===== config.mk =====
export PLATFORM = sky130hd
export DESIGN_NAME = sc_hs_ro_freq_meter
export DESIGN_NICKNAME = d
export VERILOG_FILES = /design/src/rtl/sc_hs_ro_freq_meter.sv
export SDC_FILE = /design/constraint.sdc
export NUM_CORES = 1
export LEC_CHECK = 0
export BUFFER_PORTS_ARGS = -buffer_cell sky130_fd_sc_hd__buf_2
export CAP_MARGIN = 10
export CELL_PAD_IN_SITES_DETAIL_PLACEMENT = 0
export CELL_PAD_IN_SITES_GLOBAL_PLACEMENT = 2
export CORE_ASPECT_RATIO = 1.5
export CORE_MARGIN = 2
export CORE_UTILIZATION = 40
export CTS_CLUSTER_DIAMETER = 40
export DETAILED_ROUTE_END_ITERATION = 10
export PLACE_DENSITY_LB_ADDON = 0.1
export SLEW_MARGIN = 0
export SYNTH_ARGS = -nofsm -noshare
export SYNTH_HDL_FRONTEND = slang
export SYNTH_SLANG_ARGS = --single-unit

===== constraint.sdc =====
create_clock -name CLK -period 9.51 [get_ports CLK]
set_clock_uncertainty 0.2 [all_clocks]
set_input_delay 0.951 -clock CLK [delete_from_list [all_inputs] [get_ports CLK]]
set_output_delay 0.951 -clock CLK [all_outputs]
set_load 0.02 [all_outputs]

===== src/rtl/sc_hs_ro_freq_meter.sv =====
// sc_hs_ro_freq_meter: counts rising edges of one selected ring-oscillator
// output over a programmable window of CLK cycles. Result is reported over a
// START/DONE handshake.
// Optional build macro SC_HS_RO_GLITCH_FILTER_EN: an edge counts only when
// the synchronised samples read 0,1,1 on three consecutive cycles, so any
// high pulse shorter than two CLK cycles is rejected.
module sc_hs_ro_freq_meter #(
  parameter int N_RO        = 4,
  parameter int CNT_W       = 16,
  parameter int WIN_W       = 16,
  parameter int SYNC_STAGES = 2,
  localparam int SEL_W      = (N_RO > 1) ? $clog2(N_RO) : 1
) (
  input  logic             CLK,
  input  logic             RST,
  input  logic             START,
  input  logic [SEL_W-1:0] SEL,
  input  logic [WIN_W-1:0] WINDOW,
  input  logic [N_RO-1:0]  RO_IN,
  output logic             BUSY,
  output logic             DONE,
  output logic             VALID,
  output logic [CNT_W-1:0] COUNT,
  output logic             OVF
);

  typedef enum logic [1:0] {IDLE, ARM, MEASURE, FIN} state_t;

  state_t             state, state_nxt;
  logic [SEL_W-1:0]   sel_q;
  logic [WIN_W-1:0]   win_q;
  logic [WIN_W-1:0]   tmr_q;
  logic [CNT_W-1:0]   cnt_q, cnt_nxt;
  logic               ovf_q, ovf_nxt;
  logic [SYNC_STAGES-1:0] sync_q;
  logic               prev_q;
  logic               cur;
  logic               edge_det;
  logic               accept;
  logic               win_zero;
  logic               tmr_zero;
  logic               meas_last;
`ifdef SC_HS_RO_GLITCH_FILTER_EN
  logic               prev2_q;
`endif

  // Saturating increment: sticks at all-ones instead of wrapping.
  function automatic logic [CNT_W-1:0] sat_inc(input logic [CNT_W-1:0] v);
    if (&v) return v;
    return v + CNT_W'(1);
  endfunction

  assign accept    = (state == IDLE) && START;
  assign win_zero  = (WINDOW == '0);
  assign tmr_zero  = (tmr_q == '0);
  assign meas_last = (state == MEASURE) && tmr_zero;
  assign cur       = sync_q[SYNC_STAGES-1];

`ifdef SC_HS_RO_GLITCH_FILTER_EN
  assign edge_det = ~prev2_q & prev_q & cur;
`else
  assign edge_det = cur & ~prev_q;
`endif

  // FSM state register.
  always_ff @(posedge CLK or posedge RST) begin
    if (RST) state <= IDLE;
    else     state <= state_nxt;
  end

  // FSM next-state logic; ARM and MEASURE both run down tmr_q to zero.
  always_comb begin
    state_nxt = state;
    case (state)
      IDLE:    if (START) state_nxt = win_zero ? FIN : ARM;
      ARM:     if (tmr_zero) state_nxt = MEASURE;
      MEASURE: if (tmr_zero) state_nxt = FIN;
      FIN:     state_nxt = IDLE;
      default: state_nxt = IDLE;
    endcase
  end

  // FSM outputs decoded from the current state.
  always_comb begin
    BUSY = (state == ARM) || (state == MEASURE);
    DONE = (state == FIN);
  end

  // Select and phase timer; ARM lasts SYNC_STAGES+1 cycles, MEASURE win_q cycles.
  always_ff @(posedge CLK or posedge RST) begin
    if (RST) begin
      sel_q <= '0;
      tmr_q <= '0;
    end else if (accept) begin
      sel_q <= SEL;
      tmr_q <= WIN_W'(SYNC_STAGES);
    end else if ((state == ARM) && tmr_zero) begin
      tmr_q <= win_q - WIN_W'(1);
    end else if (!tmr_zero) begin
      tmr_q <= tmr_q - WIN_W'(1);
    end
  end

  // Window length captured with the request; later WINDOW changes are ignored.
  always_ff @(posedge CLK) begin
    if (accept) win_q <= WINDOW;
  end

  // Synchroniser on the selected oscillator plus edge-detect history.
  always_ff @(posedge CLK or posedge RST) begin
    if (RST) begin
      sync_q  <= '0;
      prev_q  <= 1'b0;
`ifdef SC_HS_RO_GLITCH_FILTER_EN
      prev2_q <= 1'b0;
`endif
    end else begin
      sync_q  <= {sync_q[SYNC_STAGES-2:0], RO_IN[sel_q]};
      prev_q  <= cur;
`ifdef SC_HS_RO_GLITCH_FILTER_EN
      prev2_q <= prev_q;
`endif
    end
  end

  // Next counter value; only MEASURE cycles contribute edges.
  always_comb begin
    cnt_nxt = cnt_q;
    ovf_nxt = ovf_q;
    if ((state == MEASURE) && edge_det) begin
      cnt_nxt = sat_inc(cnt_q);
      ovf_nxt = ovf_q | (&cnt_nxt);
    end
  end

  // Working edge counter, cleared on every accepted request.
  always_ff @(posedge CLK) begin
    if (accept) begin
      cnt_q <= '0;
      ovf_q <= 1'b0;
    end else begin
      cnt_q <= cnt_nxt;
      ovf_q <= ovf_nxt;
    end
  end

  // Result registers load on entry to FIN so COUNT is current while DONE is high.
  always_ff @(posedge CLK or posedge RST) begin
    if (RST) begin
      COUNT <= '0;
      OVF   <= 1'b0;
      VALID <= 1'b0;
    end else if (accept && win_zero) begin
      COUNT <= '0;
      OVF   <= 1'b0;
      VALID <= 1'b1;
    end else if (accept) begin
      VALID <= 1'b0;
    end else if (meas_last) begin
      COUNT <= cnt_nxt;
      OVF   <= ovf_nxt;
      VALID <= 1'b1;
    end
  end

endmodule


==> flow_summary.yaml, run 1 <==
yosys:
  ys_seq_area_share_pct: 49.4
  synth_top_area_share_pct: 27.5
  synthCells: 365
  synth_warnings: 0
  ys.flop_type: "dfrtp_1"
  synth_area_leaders: "dfrtp_1 27%, edfxtp_1 13%, dfxtp_1 9.1%"
  synth-edff-count: 16
  synth_largest_area_cell: "dfrtp_1"
  async_flop_share_pct: 55.4
  ys_ff_latch: 74
  avgSynthCellArea_um2: 10.2
  netlist_area_mm2: 0.00374
  synth_nets: 397
  yosysUniqueCellTypes: 65
worst_setup_path:
  rr_worst_depth: 5
  crit_chain: "nor4_4 > nand4_1 > o31ai_2 > nand2_1 > a22o_1"
  critPathRequiredTime_ns: 9.53
  cp_num_buf_inv: 0
  slowest_stage: "o31ai_2"
  crit_fanout: 18
  cp-start-kind: "register"
  cpPeakStageDelay_ns: 1.09
  arrival_ns: 3.87
  rrSetupSlack_ns: 5.66
  r2r-start: "tmr_q[11]"
  cp_top_family: "simple AND/OR/NAND/NOR gates"
  path_class: "reg2reg"
  cp-end-kind: "register"
  reg2reg_to: "COUNT[13]"
sta:
  setup_viol: 0
  min_period_over_period_pct: 40.5
  max_slew_margin_pct: 24.2
  rsz0062_at_grt: "no"
  fin_crit_ns: 3.85
  setup_tns_ns: 0
  setup_slack_ns: 5.66
  slew_viol_final: 0
  worstMarginPinSlew_ns: 1.13
  hold_violations: 0
  fmax_mhz: 260
  holdWs_ns: 0.152
global_route:
  grt_remaining_overflow: 0
  grt_first_pass_wirelength_um: 16300
  track_usage_pct: 20.9
  antenna_found_initial: 0
  grt_max_degree: 42
  grt_pass1_vias: 3066
floorplan:
  die_h_um: 122
  rows: 43
  io_pins: 45
  core_mm2: 0.00915
  start_util_pct: 40.9
  die_area_mm2: 0.0101
  die_width_um: 82.9
placement:
  port-buffer-count: 44
  gp_congestion: 0.776
  pre_cts_ws_ns: 5.55
  hpwl_um: 7300
power:
  p_leak_uw: 0.00182
  power.density_mw_per_mm2: 263
  ir_worst_vdd_uv: 129
  finalPower_uw: 1150
clock_network:
  clockBufferDepth: 2
  cts_resized: 0
  cts_tree: "done"
  clockRootBuffer: "clkbuf_16"
  cts_sinks: 74
  htree_levels: 3
  clk_pin_slew_ns: 0.06
  cts_hold_buf: 0
  postCtsSetupBuffers: 0
  clk-insertion-delay-late_ns: 0.34
  numCtsBuffers: 9
routing:
  dr.pass1.iters: 4
  drtIter0Drc: 138
  drcViolationCount: 0
  via_per_inst: 5.83
  finalWirelength_um: 10300
  wl_per_cell_um: 19.5
  drtAntennaViolNets: 0
  via_count: 3076
finish:
  num-fill-cells: 927
  antenna_cells: 0
  drive_gt1_share_pct: 21.2
  final_nets: 443
  final_cell_mix: "44 x buf_2, 41 x dfrtp_1, 28 x a21oi_1, 27 x nor2_1, 20 x nand2_1"
  area_delta_synth_final_pct: 17.1
  final_common_cell: "buf_2"
status:
  status: "finished clean"
hold_path:
  holdPathEnd: "sync_q[1]"
  hold_path.class: "reg2reg"
  min_path_cells: 0
  hp-start: "sync_q[0]"
run:
  cap_violations: 0
## synth_stat cells (all sizes together) (3+ instances only)
library cell and count:
and2 4, a31o 4, buf 7, ha 7, nor2 28, nor4 9, nor3b 4, edfxtp 16
nand2 21, o31ai 6, or4 5, or3 8, or2 4, mux2i 3, xnor2 5, o21bai 4
a211oi 3, a22o 16, o211ai 5, nand4 9, dfxtp 17, xor2 8, a31oi 3, o21ai 15
inv 16, and4 4, nand3 9, o21a 5, clkbuf 8, and3 6, a21oi 28, a2111oi 3
nor3 13, dfrtp 41
## how the worst max path moves through the flow
stage | startpoint | end | slack (ns) | depth (start not counted)
final | tmr_q[11] | COUNT[13] | 5.66 | 5
after detailed placement | tmr_q[11] | COUNT[2] | 5.55 | 5
after global routing | tmr_q[11] | OVF | 5.23 | 6
after CTS | tmr_q[11] | COUNT[2] | 5.54 | 5
after floorplan | state[1] | tmr_q[12] | 6.52 | 13
after global placement | tmr_q[11] | OVF | 5.60 | 6
## area by class of cell
| type | count | area (um2) | area share (%) |
|---|---|---|---|
| Inverter | 17 | 63.8 | 1.46 |
| Sequential cell | 74 | 1850 | 42.2 |
| Clock inverter | 7 | 78.8 | 1.80 |
| Multi-Input combinational cell | 259 | 1760 | 40.2 |
| Timing Repair Buffer | 50 | 263 | 6.00 |
| Clock buffer | 9 | 225 | 5.14 |
| Tap cell | 112 | 140 | 3.20 |
## registers in the layout (all words and copies together), names as in the netlist, 2 cells and up
name    cells
COUNT      16
cnt_q      16
tmr_q      16
win_q      16
sel_q       2
state       2
sync_q      2
## worst register-to-register path: stages (launching register included)
cell     delay [ns]
dfrtp_1        0.43
nor4_4         0.37
nand4_1        0.49
o31ai_2        1.09
nand2_1        0.72
a22o_1         0.42
## where the power goes
group / switching, uW / leakage [uW] / internal (uW)
clock: 142 / 0.000138 / 205
sequential: 52.8 / 0.000828 / 388
combinational: 235 / 0.000852 / 131
total: 430 / 0.00182 / 723
## cells by family (layout without fill, tap and decap cells)
logic type	Yosys count	count (layout)	synth area share, %
flops	74	74	49.4
fa+ha+maj	7	7	2.34
mux	4	4	1.41
xor+xnor	13	13	3.05
buf+inv	32	83	3.48
simple gates	127	127	19.3
compound gates	108	108	21.0
## through the flow
stage	cell area, um2	utilization (%)	instances
after global routing	4380	47.9	528
after floorplan	3740	-	365
after global placement	4070	44.5	511
after CTS	4370	47.8	527
after detailed placement	4070	44.5	511
final	4380	47.9	528
## routing by layer
metal	track usage, %	share of wire, %	up-vias	wire (um)
met5	0	0	-	0
li1	-	-	1468	-
met4	6.25	1.1	0	116
met1	22.4	39	1536	4020
met3	4.17	2.6	11	263
met2	41.0	57	61	5890
(Power assumes the default switching activity.)
==> run 2: changes to the inputs <==
--- a/config.mk
+++ b/config.mk
@@ -11,7 +11,7 @@
 export CELL_PAD_IN_SITES_GLOBAL_PLACEMENT = 2
 export CORE_ASPECT_RATIO = 1.5
 export CORE_MARGIN = 2
-export CORE_UTILIZATION = 40
+export CORE_UTILIZATION = 37
 export CTS_CLUSTER_DIAMETER = 40
 export DETAILED_ROUTE_END_ITERATION = 10
 export PLACE_DENSITY_LB_ADDON = 0.1
==> constraint.sdc (replaced) <==
create_clock -name CLK -period 3.8 [get_ports CLK]
set_clock_uncertainty 0.2 [all_clocks]
set_input_delay 0.38 -clock CLK [delete_from_list [all_inputs] [get_ports CLK]]
set_output_delay 0.38 -clock CLK [all_outputs]
set_load 0.02 [all_outputs]
==> run 2 against run 1 <==
Compared with the run above:
- the flow now finishes with violations (negative hold slack)
- worst setup slack got worse by 4.9 ns
- utilization is 2.8 points lower
- final area grew 0.40%
- first-iteration DRC count fell by 20%
==> flow_summary.yaml, run 2 (synthesized netlist as in run 1, its figures left out) <==
power:
  power.density_mw_per_mm2: 651
  p_comb_share_pct: 32.9
  intPower_uw: 1820
  netSwitchingFraction_pct: 36.5
  ir_worst_vdd_uv: 212
  p_leak_uw: 0.00184
  seqPwrFrac_pct: 38.7
  p_switching_uw: 1040
  clkPwrFrac_pct: 28.3
placement:
  pre_cts_ws_ns: 0.747
  dpl-instance-area_mm2: 0.00411
  hpwl_um: 7450
  port-buffer-count: 44
  gp_congestion: 0.815
sta:
  worstMarginPinSlew_ns: 0.783
  rsz0062_at_grt: "no"
  hold_violations: 25
  slew_viol_final: 0
  setup_viol: 0
  fmax_mhz: 328
  holdWs_ns: -0.0171
  min_period_over_period_pct: 80.3
  fin_crit_ns: 3.05
  setup_tns_ns: 0
  setup_slack_ns: 0.749
  max_slew_margin_pct: 47.7
floorplan:
  die_h_um: 127
  die_width_um: 86.1
  die_area_mm2: 0.0109
  io_pins: 45
  rows: 44
  core_mm2: 0.00974
  start_util_pct: 38.4
global_route:
  grt_remaining_overflow: 0
  track_usage_pct: 20.1
  grt_max_degree: 42
  antenna_found_initial: 0
  grt_first_pass_wirelength_um: 16500
  grt_pass1_vias: 3194
routing:
  via_per_inst: 5.65
  drtIter0Drc: 111
  wl_per_cell_um: 19.3
  drcViolationCount: 0
  finalWirelength_um: 10300
  via_count: 3022
  drtAntennaViolNets: 0
  dr.pass1.iters: 5
status:
  status: "complete, but fails checks"
  violations: "negative hold slack"
finish:
  final_nets: 447
  final_cell_mix: "44 x buf_2, 41 x dfrtp_1, 28 x a21oi_1, 27 x nor2_1, 20 x nand2_1"
  final_common_cell: "buf_2"
  drive_gt1_share_pct: 21.4
  area_delta_synth_final_pct: 17.6
  design_area_mm2: 0.00440
  antenna_cells: 0
worst_setup_path:
  crit_chain: "inv_1 > ha_1 > nor2b_1 > nand2_2 > nor2_2 > a21oi_1 > ha_1 > nor3b_1 > o21ai_1 > nor4_1 > buf_4 > and3_1 > o21a_1"
  path_class: "reg2reg"
  cp-end-kind: "register"
  critPathRequiredTime_ns: 3.82
  slowest_stage: "dfrtp_1"
  cp-start-kind: "register"
  cpMostUsedCell: "ha_1"
  rrSetupSlack_ns: 0.75
  cpPeakStageDelay_ns: 0.40
  arrival_ns: 3.07
  crit_fanout: 7
clock_network:
  cts_sinks: 74
  cts_tree: "done"
  clk-insertion-delay-late_ns: 0.33
  htree_levels: 3
  numCtsBuffers: 9
  clockBufferDepth: 2
  cts_hold_buf: 0
  cts_resized: 0
  clk_pin_slew_ns: 0.06
  postCtsSetupBuffers: 0
  clockRootBuffer: "clkbuf_16"
hold_path:
  hold_path.class: "in2async"
run:
  cap_violations: 0
==> run 2: cell count changes in the layout (fill, tap and decap cells not counted), sizes merged <==
cell / change
bufinv: -1
clkbuf: +4
clkinv: -1
clkinvlp: -3
buf: +5
==> run 2: final cells by class <==
| type | count | area (um2) |
|---|---|---|
| well taps | 115 | 144 |
| repair buffers | 54 | 295 |
| fillers | 932 | 5350 |
| flip-flops and latches | 74 | 1850 |
| clock buffers | 14 | 274 |
| inverters | 17 | 63.8 |
| multi-input cells | 259 | 1760 |
| clock inverters | 2 | 11.3 |
==> run 2: critical path, delay by kind of cell (launching register included) <==
family          cells  cell delay [ns]
simple gates        6             1.03
buf+inv             2             0.31
compound gates      3             0.52
flops               1             0.40
fa+ha+maj           2             0.48
==> run 2: layer usage <==
metal	vias to the layer above	share of wire, %	wire (um)	global-route usage, %
li1	1488	-	-	-
met1	1449	39	4060	21.8
met2	58	54	5560	36.2
met3	27	3.3	344	3.81
met4	0	3.4	356	10.6
met5	-	0	0	0
==> run 2: power groups by stage <==
stage	combinational (uW)	sequential, uW	clock (uW)
6_report	942	1110	810
5_1_grt	1050	1120	873
4_1_cts	952	1110	836
3_5_place_dp	949	1120	0
3_3_place_gp	943	1120	0
2_1_floorplan	671	1090	0
==> run 2: path summary, 6_finish.rpt <==
path                             end  cells past startpoint       from
max in group asynchronous   tmr_q[6]                      3        RST
min                        tmr_q[13]                      3        RST
max reg2reg                tmr_q[14]                     13   state[1]
min reg2reg                sync_q[1]                      0  sync_q[0]
max                        tmr_q[14]                     13   state[1]
min in group CLK            sel_q[0]                      3     SEL[0]
==> run 2: metrics by stage <==
stage	std cells	power, uW	utilization, %
6_report	535	2860	45.1
5_1_grt	535	3050	45.1
4_1_cts	535	2890	45.1
3_5_place_dp	519	2070	42.2
3_3_place_gp	519	2060	42.2
2_1_floorplan	365	1760	-
==> run 3: changes to the inputs <==
==> constraint.sdc (replaced) <==
create_clock -name CLK -period 3 [get_ports CLK]
set_clock_uncertainty 0.2 [all_clocks]
set_input_delay 0.3 -clock CLK [delete_from_list [all_inputs] [get_ports CLK]]
set_output_delay 0.3 -clock CLK [all_outputs]
set_load 0.02 [all_outputs]
==> run 3 against run 2 <==
Compared with the run above:
- the run now ends clean
- critical path depth unchanged
- non-clock buffer count up 32
- worst hold slack better by 0.032 ns
- routed wire length up 3.6%
- worst setup slack worse by 0.51 ns
- sequential share of layout area down 2.7 points
- utilization up 3.1 points
- total power up 33%
- global-route usage about the same
- cell count up 6.0%
- maximum frequency up 11%
- critical endpoint is now tmr_q[12]
==> flow_summary.yaml, run 3 (synthesized netlist as in run 1, its figures left out) <==
status:
  status: "finished clean"
sta:
  setup_tns_ns: 0
  slew_viol_final: 0
  hold_violations: 0
  setup_viol: 0
  fin_crit_ns: 2.76
  min_period_over_period_pct: 91.9
  worstMarginPinSlew_ns: 1.08
  rsz0062_at_grt: "no"
  max_slew_margin_pct: 27.3
  fmax_mhz: 363
hold_path:
  hold_path.class: "in2reg"
global_route:
  grt_pass1_vias: 3223
  grt_use_met3_pct: 3.49
  gr-usage-met1_pct: 22.1
  grt_remaining_overflow: 0
  grtUsageMet2_pct: 37.5
  grt-busiest-layer: "met2"
  grt_max_degree: 27
  grt_first_pass_wirelength_um: 16900
  antenna_found_initial: 0
  track_usage_pct: 20.1
placement:
  hpwl_um: 7850
  dpl-instance-area_mm2: 0.00422
  gp_congestion: 0.828
  port-buffer-count: 44
clock_network:
  htree_levels: 3
  cts_tree: "done"
  clk_pin_slew_ns: 0.06
  clockRootBuffer: "clkbuf_16"
  clockBufferDepth: 2
  numCtsBuffers: 9
  clk-insertion-delay-late_ns: 0.33
  postCtsSetupBuffers: 0
  cts_sinks: 74
finish:
  area_delta_synth_final_pct: 25.6
  drive_gt1_share_pct: 23.5
  design_area_mm2: 0.00469
  antenna_cells: 0
  num-fill-cells: 936
  multi_input_area_mm2: 0.00176
  final_cell_mix: "44 x buf_2, 41 x dfrtp_1, 28 x a21oi_1, 27 x nor2_1, 24 x buf_4"
  final_common_cell: "buf_2"
  regArea_mm2: 0.00185
  final_nets: 479
floorplan:
  core_mm2: 0.00974
  io_pins: 45
  start_util_pct: 38.4
  die_h_um: 127
  rows: 44
  die_area_mm2: 0.0109
  die_width_um: 86.1
power:
  power.density_mw_per_mm2: 809
  finalPower_uw: 3800
  p_leak_uw: 0.00199
  ir_worst_vdd_uv: 302
worst_setup_path:
  crit_fanout: 7
  cp-end-kind: "register"
  cpMostUsedCell: "ha_1"
  cp_num_buf_inv: 2
  crit_chain: "inv_1 > ha_1 > nor2b_2 > nand2_2 > nor2_2 > a21oi_1 > ha_1 > nor3b_1 > o21ai_1 > nor4_1 > buf_4 > and3_1 > o21a_1"
  critPathRequiredTime_ns: 3.02
  slowest_stage: "dfrtp_1"
  cp-start-kind: "register"
  cp_top_family: "simple AND/OR/NAND/NOR gates"
  arrival_ns: 2.78
  rrSetupSlack_ns: 0.24
  path_class: "reg2reg"
  cpPeakStageDelay_ns: 0.40
routing:
  via_count: 3150
  drcViolationCount: 0
  wl_per_cell_um: 18.9
  via_per_inst: 5.56
  dr.pass1.iters: 4
  drtIter0Drc: 149
  finalWirelength_um: 10700
  drtAntennaViolNets: 0
run:
  cap_violations: 0
run 3: power by group:
part           switching [uW]  total, uW  leakage (uW)  internal [uW]
Sequential                173       1400      0.000828           1230
Combinational             785       1320       0.00102            537
Clock                     413       1070      0.000146            659
run 3: cell type report:
class | instances | share of cell area (%)
sequential | 74 | 39.3
multi-input combinational | 259 | 37.6
timing repair buffer | 86 | 12.4
clock buffer | 10 | 5.09
tap | 115 | 3.07
inverter | 17 | 1.36
clock inverter | 6 | 1.20
run 3: per-layer routing:
layer  part of all wire, %  up-vias
met1                    38     1509
met2                    56       79
met3                   3.3       22
met5                     0        -
li1                      -     1540
met4                   2.7        0
run 3: stage by stage:
stage,cells,setup WS [ns],hold slack (ns),utilization (%)
after detailed placement,533,0.195,0.140,43.3
after global routing,567,0.0581,0.0112,48.2
final,567,0.242,0.0152,48.2
after floorplan,365,0.00797,0.131,-
after global placement,533,0.238,0.137,43.3
after CTS,567,0.159,0.00558,48.1
run 3: final timing paths:
check,startpoint,end,depth (start not counted)
min,WINDOW[12],win_q[12],1
max in group asynchronous,RST,COUNT[5],4
max,state[1],tmr_q[12],13
min in group asynchronous,RST,tmr_q[0],3
max reg2reg,state[1],tmr_q[12],13
min reg2reg,sync_q[0],sync_q[1],0
run 3: what timing repair did:
| item | CTS | global route |
|---|---|---|
| hold endpoints to repair | 42 | 0 |
| gates resized for setup | 0 | 1 |
| endpoints found under the setup margin | 0 | 4 |
| hold buffers | 18 | 0 |
